<file path="config.mk">
export PLATFORM = sky130hd
export DESIGN_NAME = elevator_sched_flat
export DESIGN_NICKNAME = d
export VERILOG_FILES = /design/src/rtl/elevator_sched_if.sv /design/src/rtl/elevator_sched.sv /design/src/flat_wrapper.sv
export SDC_FILE = /design/constraint.sdc
export NUM_CORES = 1
export LEC_CHECK = 0
export ABC_AREA = 1
export BUFFER_PORTS_ARGS = -buffer_cell sky130_fd_sc_hd__buf_2
export CAP_MARGIN = 10
export CORE_ASPECT_RATIO = 0.6
export CORE_UTILIZATION = 45
export DETAILED_ROUTE_END_ITERATION = 16
export PLACE_DENSITY = 0.81
export SLEW_MARGIN = 20
export SYNTH_ARGS = -nofsm -noshare
export SYNTH_HDL_FRONTEND = slang
export SYNTH_SLANG_ARGS = --single-unit
export TNS_END_PERCENT = 30
</file>
<file path="constraint.sdc">
create_clock -name clk -period 2.2 [get_ports clk]
set_input_delay 0.22 -clock clk [delete_from_list [all_inputs] [get_ports clk]]
set_output_delay 0.22 -clock clk [all_outputs]
set_load 0.1 [all_outputs]
</file>
<file path="src/rtl/elevator_sched_if.sv">
// Bundle of the passenger/car-call inputs and the car status outputs of
// elevator_sched.
//   remaining      : per-slot destination floor codes (0 = empty)
//   car_call       : in-car button pulses, bit f-1 = floor f
//   up_passenger   : registered per-slot "wants up" flags
//   down_passenger : registered per-slot "wants down" flags
//   cur_floor      : current car floor (1..FLOORS)
//   dir            : 00 idle, 01 up, 10 down
//   door_open      : door is open
//   arrive         : one-cycle pulse when the door opens
// master = passenger/display side, slave = the scheduler.
interface elevator_sched_if #(
  parameter int FLOORS = 7,
  parameter int SLOTS  = 2,
  parameter int FW     = 3
);
  logic [FLOORS*SLOTS*FW-1:0] remaining;
  logic [FLOORS-1:0]          car_call;
  logic [FLOORS*SLOTS-1:0]    up_passenger;
  logic [FLOORS*SLOTS-1:0]    down_passenger;
  logic [FW-1:0]              cur_floor;
  logic [1:0]                 dir;
  logic                       door_open;
  logic                       arrive;

  modport master (
    output remaining, car_call,
    input  up_passenger, down_passenger, cur_floor, dir, door_open, arrive
  );

  modport slave (
    input  remaining, car_call,
    output up_passenger, down_passenger, cur_floor, dir, door_open, arrive
  );
endinterface

</file>
<file path="src/rtl/elevator_sched.sv">
// Single-car elevator scheduler: decodes waiting-passenger slots into
// registered up/down hall flags, latches car calls and runs the car
// motion/door state machine.
//   clk   : system clock, rising edge
//   reset : asynchronous, active-high
//   bus   : elevator_sched_if slave (see interface for signal list)
//
// state     | meaning
// IDLE      | car parked, dir=00, waiting for any request
// MOVE_UP   | travelling up one floor per MOVE_CYCLES, dir=01
// MOVE_DOWN | travelling down one floor per MOVE_CYCLES, dir=10
// DOOR      | door open for DOOR_CYCLES, dir holds last motion
module elevator_sched #(
  parameter int FLOORS      = 7,
  parameter int SLOTS       = 2,
  parameter int FW          = 3,
  parameter int MOVE_CYCLES = 4,
  parameter int DOOR_CYCLES = 3
) (
  input logic             clk,
  input logic             reset,
  elevator_sched_if.slave bus
);

  localparam int NS   = FLOORS * SLOTS;
  localparam int TMAX = (MOVE_CYCLES > DOOR_CYCLES) ? MOVE_CYCLES : DOOR_CYCLES;
  localparam int TW   = (TMAX > 1) ? $clog2(TMAX) : 1;
  localparam logic [TW-1:0] MOVE_LOAD = TW'(MOVE_CYCLES - 1);
  localparam logic [TW-1:0] DOOR_LOAD = TW'(DOOR_CYCLES - 1);

  typedef enum logic [1:0] {IDLE, MOVE_UP, MOVE_DOWN, DOOR} state_t;

  state_t            state;
  logic [TW-1:0]     timer;
  logic              step_done;   // floor just changed; this cycle evaluates it
  logic [FLOORS-1:0] car_req;
  logic [NS-1:0]     up_q, dn_q;
  logic [FW-1:0]     cur_floor_q;
  logic [1:0]        dir_q;
  logic              door_q, arrive_q;

  logic [NS-1:0]     up_next, dn_next;
  logic [FW-1:0]     code;
  logic [FLOORS-1:0] here_mask, above_mask, below_mask;
  logic [FLOORS-1:0] hall_up, hall_dn, req, calls_ok;
  logic req_here, req_above, req_below, car_here, up_here, dn_here;
  logic stop_up, stop_dn, enter_door, exit_up;

  assign bus.up_passenger   = up_q;
  assign bus.down_passenger = dn_q;
  assign bus.cur_floor      = cur_floor_q;
  assign bus.dir            = dir_q;
  assign bus.door_open      = door_q;
  assign bus.arrive         = arrive_q;

  // Codes equal to the slot's own floor or beyond the top floor are empty.
  always_comb begin
    up_next = '0;
    dn_next = '0;
    code    = '0;
    for (int f = 1; f <= FLOORS; f++) begin
      for (int s = 0; s < SLOTS; s++) begin
        code = bus.remaining[((f-1)*SLOTS+s)*FW +: FW];
        if (code != '0 && int'(code) <= FLOORS) begin
          up_next[(f-1)*SLOTS+s] = int'(code) > f;
          dn_next[(f-1)*SLOTS+s] = int'(code) < f;
        end
      end
    end
  end

  always_comb begin
    here_mask  = '0;
    above_mask = '0;
    below_mask = '0;
    hall_up    = '0;
    hall_dn    = '0;
    for (int f = 1; f <= FLOORS; f++) begin
      here_mask[f-1]  = int'(cur_floor_q) == f;
      above_mask[f-1] = int'(cur_floor_q) < f;
      below_mask[f-1] = int'(cur_floor_q) > f;
      hall_up[f-1]    = |up_q[(f-1)*SLOTS +: SLOTS];
      hall_dn[f-1]    = |dn_q[(f-1)*SLOTS +: SLOTS];
    end
  end

  assign req       = car_req | hall_up | hall_dn;
  assign req_here  = |(req & here_mask);
  assign req_above = |(req & above_mask);
  assign req_below = |(req & below_mask);
  assign car_here  = |(car_req & here_mask);
  assign up_here   = |(hall_up & here_mask);
  assign dn_here   = |(hall_dn & here_mask);

  // Stop for riders, same-direction hall calls, or the last request this way.
  assign stop_up = car_here | up_here | (req_here & ~req_above);
  assign stop_dn = car_here | dn_here | (req_here & ~req_below);

  assign enter_door = (state == IDLE && req_here) ||
                      (state == MOVE_UP && step_done && stop_up) ||
                      (state == MOVE_DOWN && step_done && stop_dn);

  // A press for the floor whose door is open is already served.
  assign calls_ok = bus.car_call & ~((state == DOOR) ? here_mask : '0);

  // Leaving the door: keep going down only if last motion was down and work
  // remains below; otherwise prefer up.
  assign exit_up = req_above & ~((dir_q == 2'b10) & req_below);

  always_ff @(posedge clk or posedge reset) begin
    if (reset) begin
      state       <= IDLE;
      timer       <= '0;
      step_done   <= 1'b0;
      car_req     <= '0;
      up_q        <= '0;
      dn_q        <= '0;
      cur_floor_q <= FW'(1);
      dir_q       <= 2'b00;
      door_q      <= 1'b0;
      arrive_q    <= 1'b0;
    end else begin
      up_q     <= up_next;
      dn_q     <= dn_next;
      arrive_q <= 1'b0;
      car_req  <= car_req | calls_ok;
      if (enter_door) begin
        state     <= DOOR;
        timer     <= DOOR_LOAD;
        door_q    <= 1'b1;
        arrive_q  <= 1'b1;
        step_done <= 1'b0;
        car_req   <= (car_req | calls_ok) & ~here_mask;
      end else begin
        case (state)
          IDLE: begin
            timer     <= MOVE_LOAD;
            step_done <= 1'b0;
            if (req_above) begin
              state <= MOVE_UP;
              dir_q <= 2'b01;
            end else if (req_below) begin
              state <= MOVE_DOWN;
              dir_q <= 2'b10;
            end else begin
              dir_q <= 2'b00;
            end
          end
          MOVE_UP, MOVE_DOWN: begin
            if (step_done && !((state == MOVE_UP) ? req_above : req_below)) begin
              state     <= IDLE;
              dir_q     <= 2'b00;
              step_done <= 1'b0;
            end else if (timer == '0) begin
              cur_floor_q <= (state == MOVE_UP) ? cur_floor_q + 1'b1 : cur_floor_q - 1'b1;
              timer       <= MOVE_LOAD;
              step_done   <= 1'b1;
            end else begin
              timer     <= timer - 1'b1;
              step_done <= 1'b0;
            end
          end
          DOOR: begin
            if (timer != '0) begin
              timer <= timer - 1'b1;
            end else begin
              door_q    <= 1'b0;
              timer     <= MOVE_LOAD;
              step_done <= 1'b0;
              if (exit_up) begin
                state <= MOVE_UP;
                dir_q <= 2'b01;
              end else if (req_below) begin
                state <= MOVE_DOWN;
                dir_q <= 2'b10;
              end else begin
                state <= IDLE;
                dir_q <= 2'b00;
              end
            end
          end
          default: state <= IDLE;
        endcase
      end
    end
  end

endmodule
</file>
<file path="src/flat_wrapper.sv">
// flat-port wrapper written by rule: the top's interface ports become plain ports
module elevator_sched_flat 
#(
  parameter int FLOORS      = 7,
  parameter int SLOTS       = 2,
  parameter int FW          = 3,
  parameter int MOVE_CYCLES = 4,
  parameter int DOOR_CYCLES = 3
)
  (clk, reset, bus_remaining, bus_car_call, bus_up_passenger, bus_down_passenger, bus_cur_floor, bus_dir, bus_door_open, bus_arrive);
  elevator_sched_if #(.FLOORS(FLOORS), .SLOTS(SLOTS), .FW(FW)) bus_i ();
  input logic clk;
  input logic reset;
  input wire logic [$bits(bus_i.remaining)-1:0] bus_remaining;
  input wire logic [$bits(bus_i.car_call)-1:0] bus_car_call;
  output wire logic [$bits(bus_i.up_passenger)-1:0] bus_up_passenger;
  output wire logic [$bits(bus_i.down_passenger)-1:0] bus_down_passenger;
  output wire logic [$bits(bus_i.cur_floor)-1:0] bus_cur_floor;
  output wire logic [$bits(bus_i.dir)-1:0] bus_dir;
  output wire logic [$bits(bus_i.door_open)-1:0] bus_door_open;
  output wire logic [$bits(bus_i.arrive)-1:0] bus_arrive;
  assign bus_i.remaining = bus_remaining;
  assign bus_i.car_call = bus_car_call;
  assign bus_up_passenger = bus_i.up_passenger;
  assign bus_down_passenger = bus_i.down_passenger;
  assign bus_cur_floor = bus_i.cur_floor;
  assign bus_dir = bus_i.dir;
  assign bus_door_open = bus_i.door_open;
  assign bus_arrive = bus_i.arrive;
  elevator_sched #(.FLOORS(FLOORS), .SLOTS(SLOTS), .FW(FW), .MOVE_CYCLES(MOVE_CYCLES), .DOOR_CYCLES(DOOR_CYCLES)) u_core (.clk(clk), .reset(reset), .bus(bus_i));
endmodule
</file>
* Word level (Yosys, flattened, before mapping)
Index checks and enable logic that the tools add are counted.
** Cells by class
- Add/sub/neg operators :: 3
- $mul :: 0
- Divide/modulo/power cells :: 0
- Order comparisons :: 39
- Equality and inequality tests :: 18
- Shift-type cells :: 0
- Muxes and demuxes :: 53
- Bitwise logic cells :: 26
- Reduce and logical (&&, ||, !) cells :: 51
** Operator list (number)
- bitwise AND 7 bit :: 6
- nonzero test 3 bit :: 14
- OR reduction 7 bit :: 6
- less-than comparator 3 bit, second input constant :: 12
- two-way mux 1 bit :: 34
- OR reduction 2 bit :: 14
- greater-than comparator 3 bit, second input constant :: 9
- two-way mux 2 bit :: 12
- greater-than comparator 3 x 2 -> 1 bit, second input constant :: 6
- less-than comparator 3 x 2 -> 1 bit, second input constant :: 6
- case mux 2 bit (3 select lines) :: 3
- two-way mux 7 bit :: 2
- inverter 7 bit :: 2
- bitwise OR 7 bit :: 2
- equality test 3 bit, second input constant :: 4
- greater-than comparator 3 x 1 -> 1 bit, second input constant :: 3
- less-than comparator 3 x 1 -> 1 bit, second input constant :: 3
- bitwise AND 6 x 7 -> 7 bit :: 1
- bitwise AND 7 x 6 -> 7 bit :: 1
- bitwise OR 7 x 6 -> 7 bit :: 1
- equality test 2 bit, second input constant :: 3
- equality test 3 x 2 -> 1 bit, second input constant :: 2
- logical AND 1 bit :: 6
- != test 3 x 2 -> 1 bit, second input constant :: 2
- other kinds (21) :: 36
** Storage, ports and cells
- Register bits :: 45
- Bits in latches :: 0
- Bits in writable memories :: 0
- Memory bits (read-only) :: 0
- Output and inout port bits :: 35
- Logic and storage cells :: 200
- Memories :: 0

* Depth between registers and ports, before layout
- Depth in word-level cells :: 13
- Depth in mapped cells :: 15

* Worst setup path before layout
Ideal clock, no wire load.
- Path kind :: reg2reg
- From :: register u_core.cur_floor_q[1] (netlist: u_core.bus.cur_floor[1])
- To :: register u_core.cur_floor_q[1] (netlist: u_core.bus.cur_floor[1])
- Library setup time :: 117 ps
- Arrival :: 2509 ps
- Required time :: 2083 ps
- Setup slack :: -427 ps
- Cell stages (with the launch flop) :: 16
- Clock period less this slack :: 2627 ps
- Cells stage by stage :: dfrtp_1 -> clkbuf_8 -> inv_1 -> ha_1 -> nand2_1 -> inv_1 -> o21ai_0 -> nand4_1 -> nor2_1 -> nand2_1 -> nand2_1 -> nand2_1 -> inv_2 -> nand3_2 -> nand2_1 -> nand2_1
** Between the ends
- Longest elaborated chain between the ends :: 11
- Elaborated cells between the ends (all ways) :: 54
- Those cells by class :: add/sub: 2; order compare: 13; eq/ne: 7; mux: 2; bitwise: 16; reduce/logical: 14
** Ends and longest elaborated chain
- from (decl) :: RTL line elevator_sched.sv:38 : logic [FW-1:0] cur_floor_q;
- from (signal assigned) :: RTL line elevator_sched.sv:155 : cur_floor_q <= (state == MOVE_UP) ? cur_floor_q + 1'b1 : cur_floor_q - 1'b1;
- less-than comparator 3 x 1 -> 1 bit (tied with other cells) :: RTL line elevator_sched.sv:80 : above_mask[f-1] = int'(cur_floor_q) < f;
- bitwise AND 7 bit :: RTL line elevator_sched.sv:89 : assign req_above = |(req & above_mask);
- OR reduction 7 bit :: RTL line elevator_sched.sv:89
- inverter 1 bit :: RTL line elevator_sched.sv:96 : assign stop_up = car_here | up_here | (req_here & ~req_above);
- bitwise AND 1 bit :: RTL line elevator_sched.sv:96
- bitwise OR 1 bit :: RTL line elevator_sched.sv:96
- logical AND 1 bit :: RTL line elevator_sched.sv:100 : (state == MOVE_UP && step_done && stop_up) ||
- logical OR 1 bit :: RTL line elevator_sched.sv:99 : assign enter_door = (state == IDLE && req_here) ||
- logical OR 1 bit :: RTL line elevator_sched.sv:100
- inverter 1 bit (no line)
- AND reduction 4 bit (no line)
Parallel ways exist; a longest one is shown, timed or not.
A chain may end at the register's enable or synchronous reset.

* Worst setup path after layout
- From :: register u_core.cur_floor_q[0] (netlist: u_core.bus.cur_floor[0])
- To :: register u_core.cur_floor_q[2] (netlist: u_core.bus.cur_floor[2])
The elaborated chain is that of the path after synthesis.

==> flow_summary.json <==
{
  "status": "finished with violations",
  "violations": "setup timing",
  "worstSetupPathType": "reg2reg",
  "insertion_delay_ns": 0.29,
  "final_max_slew_viol_count": 0,
  "yosysTopAreaCell": "dfrtp_1",
  "grt_pass1_wl_um": 11000,
  "clock_power_share_pct": 11.4,
  "synth-simple-area-share_pct": 32.0,
  "clockBufferDepth": 2,
  "synth_top_flop_cell": "dfrtp_1",
  "cts_sinks": 45,
  "synthAdderAreaFrac_pct": 5.16,
  "comb_power_share_pct": 62.5,
  "fin_setup_tns_ns": -0.00235,
  "min_to": "u_core.bus.up_passenger[4]",
  "rows": 21,
  "p_sw_uw": 2410,
  "root_buffer": "clkbuf_8",
  "finalWorstSetupSlack_ns": -0.00235,
  "synth_area_um2": 2670,
  "max_freq_mhz": 454,
  "fp.dieH_um": 61.7,
  "drc": 0,
  "core_um2": 5650,
  "grtUsageTotal_pct": 23.6,
  "yosysWarningCount": 0,
  "path_common_cell": "nand2_1",
  "syn_area_per_cell_um2": 7.99,
  "powerDensity_nw_per_um2": 1310,
  "irDropWorstVdd_uv": 879,
  "dp_hpwl_um": 5340,
  "hold_path_depth": 1,
  "ff2ff_setup_slack_ns": -0.002,
  "overflow": 0,
  "critical_path.slowest_cell": "dfstp_4",
  "numCtsBuffers": 5,
  "final_nets": 497,
  "path_max_fanout": 5,
  "final_layout_size_suffix_gt1_share_pct": 37.0,
  "tritoncts": "built",
  "antenna_found_initial": 0,
  "hold_ws_ns": 0.0407,
  "final-setup-viol-count": 1,
  "grt_start_max_net_pins": 24,
  "synthMuxAreaShare_pct": 0,
  "min_from": "bus_remaining[14]",
  "holdCritPathClass": "in2reg",
  "synth-compound-area-share_pct": 11.0,
  "dpl_worst_slack_ns": 0.00571,
  "cp_cell_sequence": "inv_4 > ha_2 > nand2_2 > inv_2 > a21oi_1 > nand2_1 > nor2_2 > nand2_1 > nand2_1 > nand2_4 > a21oi_4 > nand3_1 > nand2_1",
  "cp-end-kind": "flop",
  "period_needed_ns": 2.20,
  "placed_cells": 503,
  "postRouteAntennaNets": 0,
  "synth-xor-area-share_pct": 1.97,
  "netlist.area_leader.share_pct": 41.3,
  "rsz0062_at_grt": "true",
  "vias_per_cell": 5.07,
  "die_x_um": 101,
  "first_pass_iters": 6,
  "period_share_pct": 100,
  "wirelength_um": 6880,
  "critical_path_required_ns": 2.43,
  "r2r-end": "u_core.bus.cur_floor[2]",
  "ys_seq_area_share_pct": 42.2,
  "critPathLaunchType": "flop",
  "ys_seq_elements": 45,
  "synthCells": 334,
  "routedWlPerCell_um": 13.4,
  "critical_path.max_stage_delay_ns": 0.69,
  "diodes": 0,
  "start_util_pct": 47.2,
  "num_vias": 2612,
  "dieArea_um2": 6250,
  "htreeDepth": 2,
  "seq_power_share_pct": 26.1,
  "io_pins": 86,
  "synth_edf_count": 0,
  "io_buffers": 81,
  "yosys-top-cells-area": "dfrtp_1 41%, nand2_1 12%, nor2_1 5.6%, ha_1 5.2%, inv_1 4.8%",
  "swShare_pct": 53.0,
  "final_cells": 515,
  "skew_ns": 0.00645,
  "drv_cap": 0,
  "drt-initial-drc-count": 148,
  "grt_pass1_vias": 2443,
  "critPathArrivalTime_ns": 2.43,
  "layout-area-overhead-vs-synth_pct": 30.1,
  "async_reset_ff_share_pct": 100,
  "synth_top_family_by_area": "simple AND/OR/NAND/NOR gates",
  "hold_viol_final": 0,
  "p_int_uw": 2140,
  "finalWeightedCongestion": 0.956,
  "synth_cell_types": 39,
  "clkTransAtPathRegs_ns": 0.08,
  "ff2ff_path_depth": 13,
  "leakage_uw": 0.00183,
  "timing.rr.start": "u_core.bus.cur_floor[0]"
}
-- layer usage --
layer | GRT usage [%] | share of wire (%) | wire length, µm
met1 | 31.3 | 46 | 3140
met2 | 40.1 | 44 | 3040
met3 | 6.24 | 9.3 | 638
met4 | 3.73 | 0.86 | 59
met5 | 0 | 0 | 0
-- final cells by class --
type                       count  area, µm²
multi-input combinational    248       1460
clock buffer                   6       82.6
clock inverter                 1       7.51
inverter                      38        155
sequential                    45       1140
timing repair buffer          97        532
fill                         492       2180
tap                           80        100
-- critical path: cells and delay by family (launching register included) --
| family | cells | cell delay [ns] |
|---|---|---|
| AOI/OAI and AO/OA | 2 | 0.36 |
| and+or+nand+nor | 8 | 0.79 |
| adders and majority gates | 1 | 0.20 |
| buffers and inverters | 2 | 0.09 |
| DFF | 1 | 0.69 |
-- synthesized netlist by cell type (2+ instances only) --
master and count:
nor3_1 3, buf_4 2, ha_1 11, nand4_1 3
or2_2 3, a21o_1 2, a21oi_1 15, inv_1 34
xnor2_1 5, nand2_2 3, nor2_4 3, nand3b_1 2
nand3_2 4, nand2_1 88, and3_1 2, a21oi_2 7
inv_2 3, nor2_1 40, nor3b_1 2, nor2_2 3
nand3_4 2, nand3_1 17, clkbuf_1 3, dfrtp_1 44
o21ai_0 19
-- sequential cells by signal, indices dropped and copies added, names as in the netlist, 2 cells and up --
signal	flops
u_core.bus.down_passenger	14
u_core.car_req	7
u_core.timer	2
u_core.bus.up_passenger	12
u_core.state	2
u_core.bus.dir	2
u_core.bus.cur_floor	3
-- layout by cell type, fill, tap and decap left out, drive strengths merged --
master	n
dfrtp	44
a21o	2
nand2	92
ha	11
o221ai	1
conb	4
nor3b	2
nand4	3
or2	3
xnor2	5
nand3	23
and3	2
o21ai	21
dlygate4sd3	1
xor2	1
buf	96
dfstp	1
clkinvlp	1
inv	37
a21oi	24
clkinv	1
nor3	4
o21a	1
nor2	47
nand3b	2
clkbuf	6
-- cells by family (layout without fill, tap and decap cells) --
logic type      after synthesis  after routing
buf+inv                      45            142
fa+ha+maj                    11             11
other cells                   1              4
xor+xnor                      6              6
simple gates                178            178
compound gates               48             49
flops                        45             45
-- metrics by stage --
| stage | power (µW) | area, µm² | utilization [%] |
|---|---|---|---|
| finish | 4550 | 3470 | 61.5 |
| global route | 4850 | 3470 | 61.5 |
| CTS | 4320 | 3360 | 59.6 |
| detailed placement | 3760 | 3250 | 57.6 |
| global placement | 3670 | 3250 | 57.6 |
| floorplan | 3160 | 2710 | - |
-- how the worst max path moves through the flow --
stage	start	end
after floorplan	u_core.bus.cur_floor[0]	u_core.bus.cur_floor[2]
after global placement	u_core.bus.cur_floor[0]	u_core.bus.dir[1]
after detailed placement	u_core.bus.cur_floor[0]	u_core.bus.dir[1]
after CTS	u_core.bus.cur_floor[0]	u_core.timer[0]
after global routing	u_core.bus.cur_floor[0]	u_core.bus.cur_floor[2]
final	u_core.bus.cur_floor[0]	u_core.bus.cur_floor[2]
-- power groups by stage --
stage | clock, µW | sequential [µW] | combinational (µW)
global placement | 0 | 1180 | 2490
finish | 520 | 1190 | 2840
floorplan | 0 | 1690 | 1470
CTS | 536 | 1180 | 2610
detailed placement | 0 | 1190 | 2570
global route | 573 | 1210 | 3070
-- what timing repair did --
item | in CTS | in global routing
cloned | 1 | 0
endpoints found under the hold margin | 44 | 0
setup endpoints to repair | 7 | 19
hold buffers | 1 | 0
pin swaps | 1 | 2
buffers inserted | 0 | 3
resized for setup | 1 | 22
(Power assumes the default switching activity.)
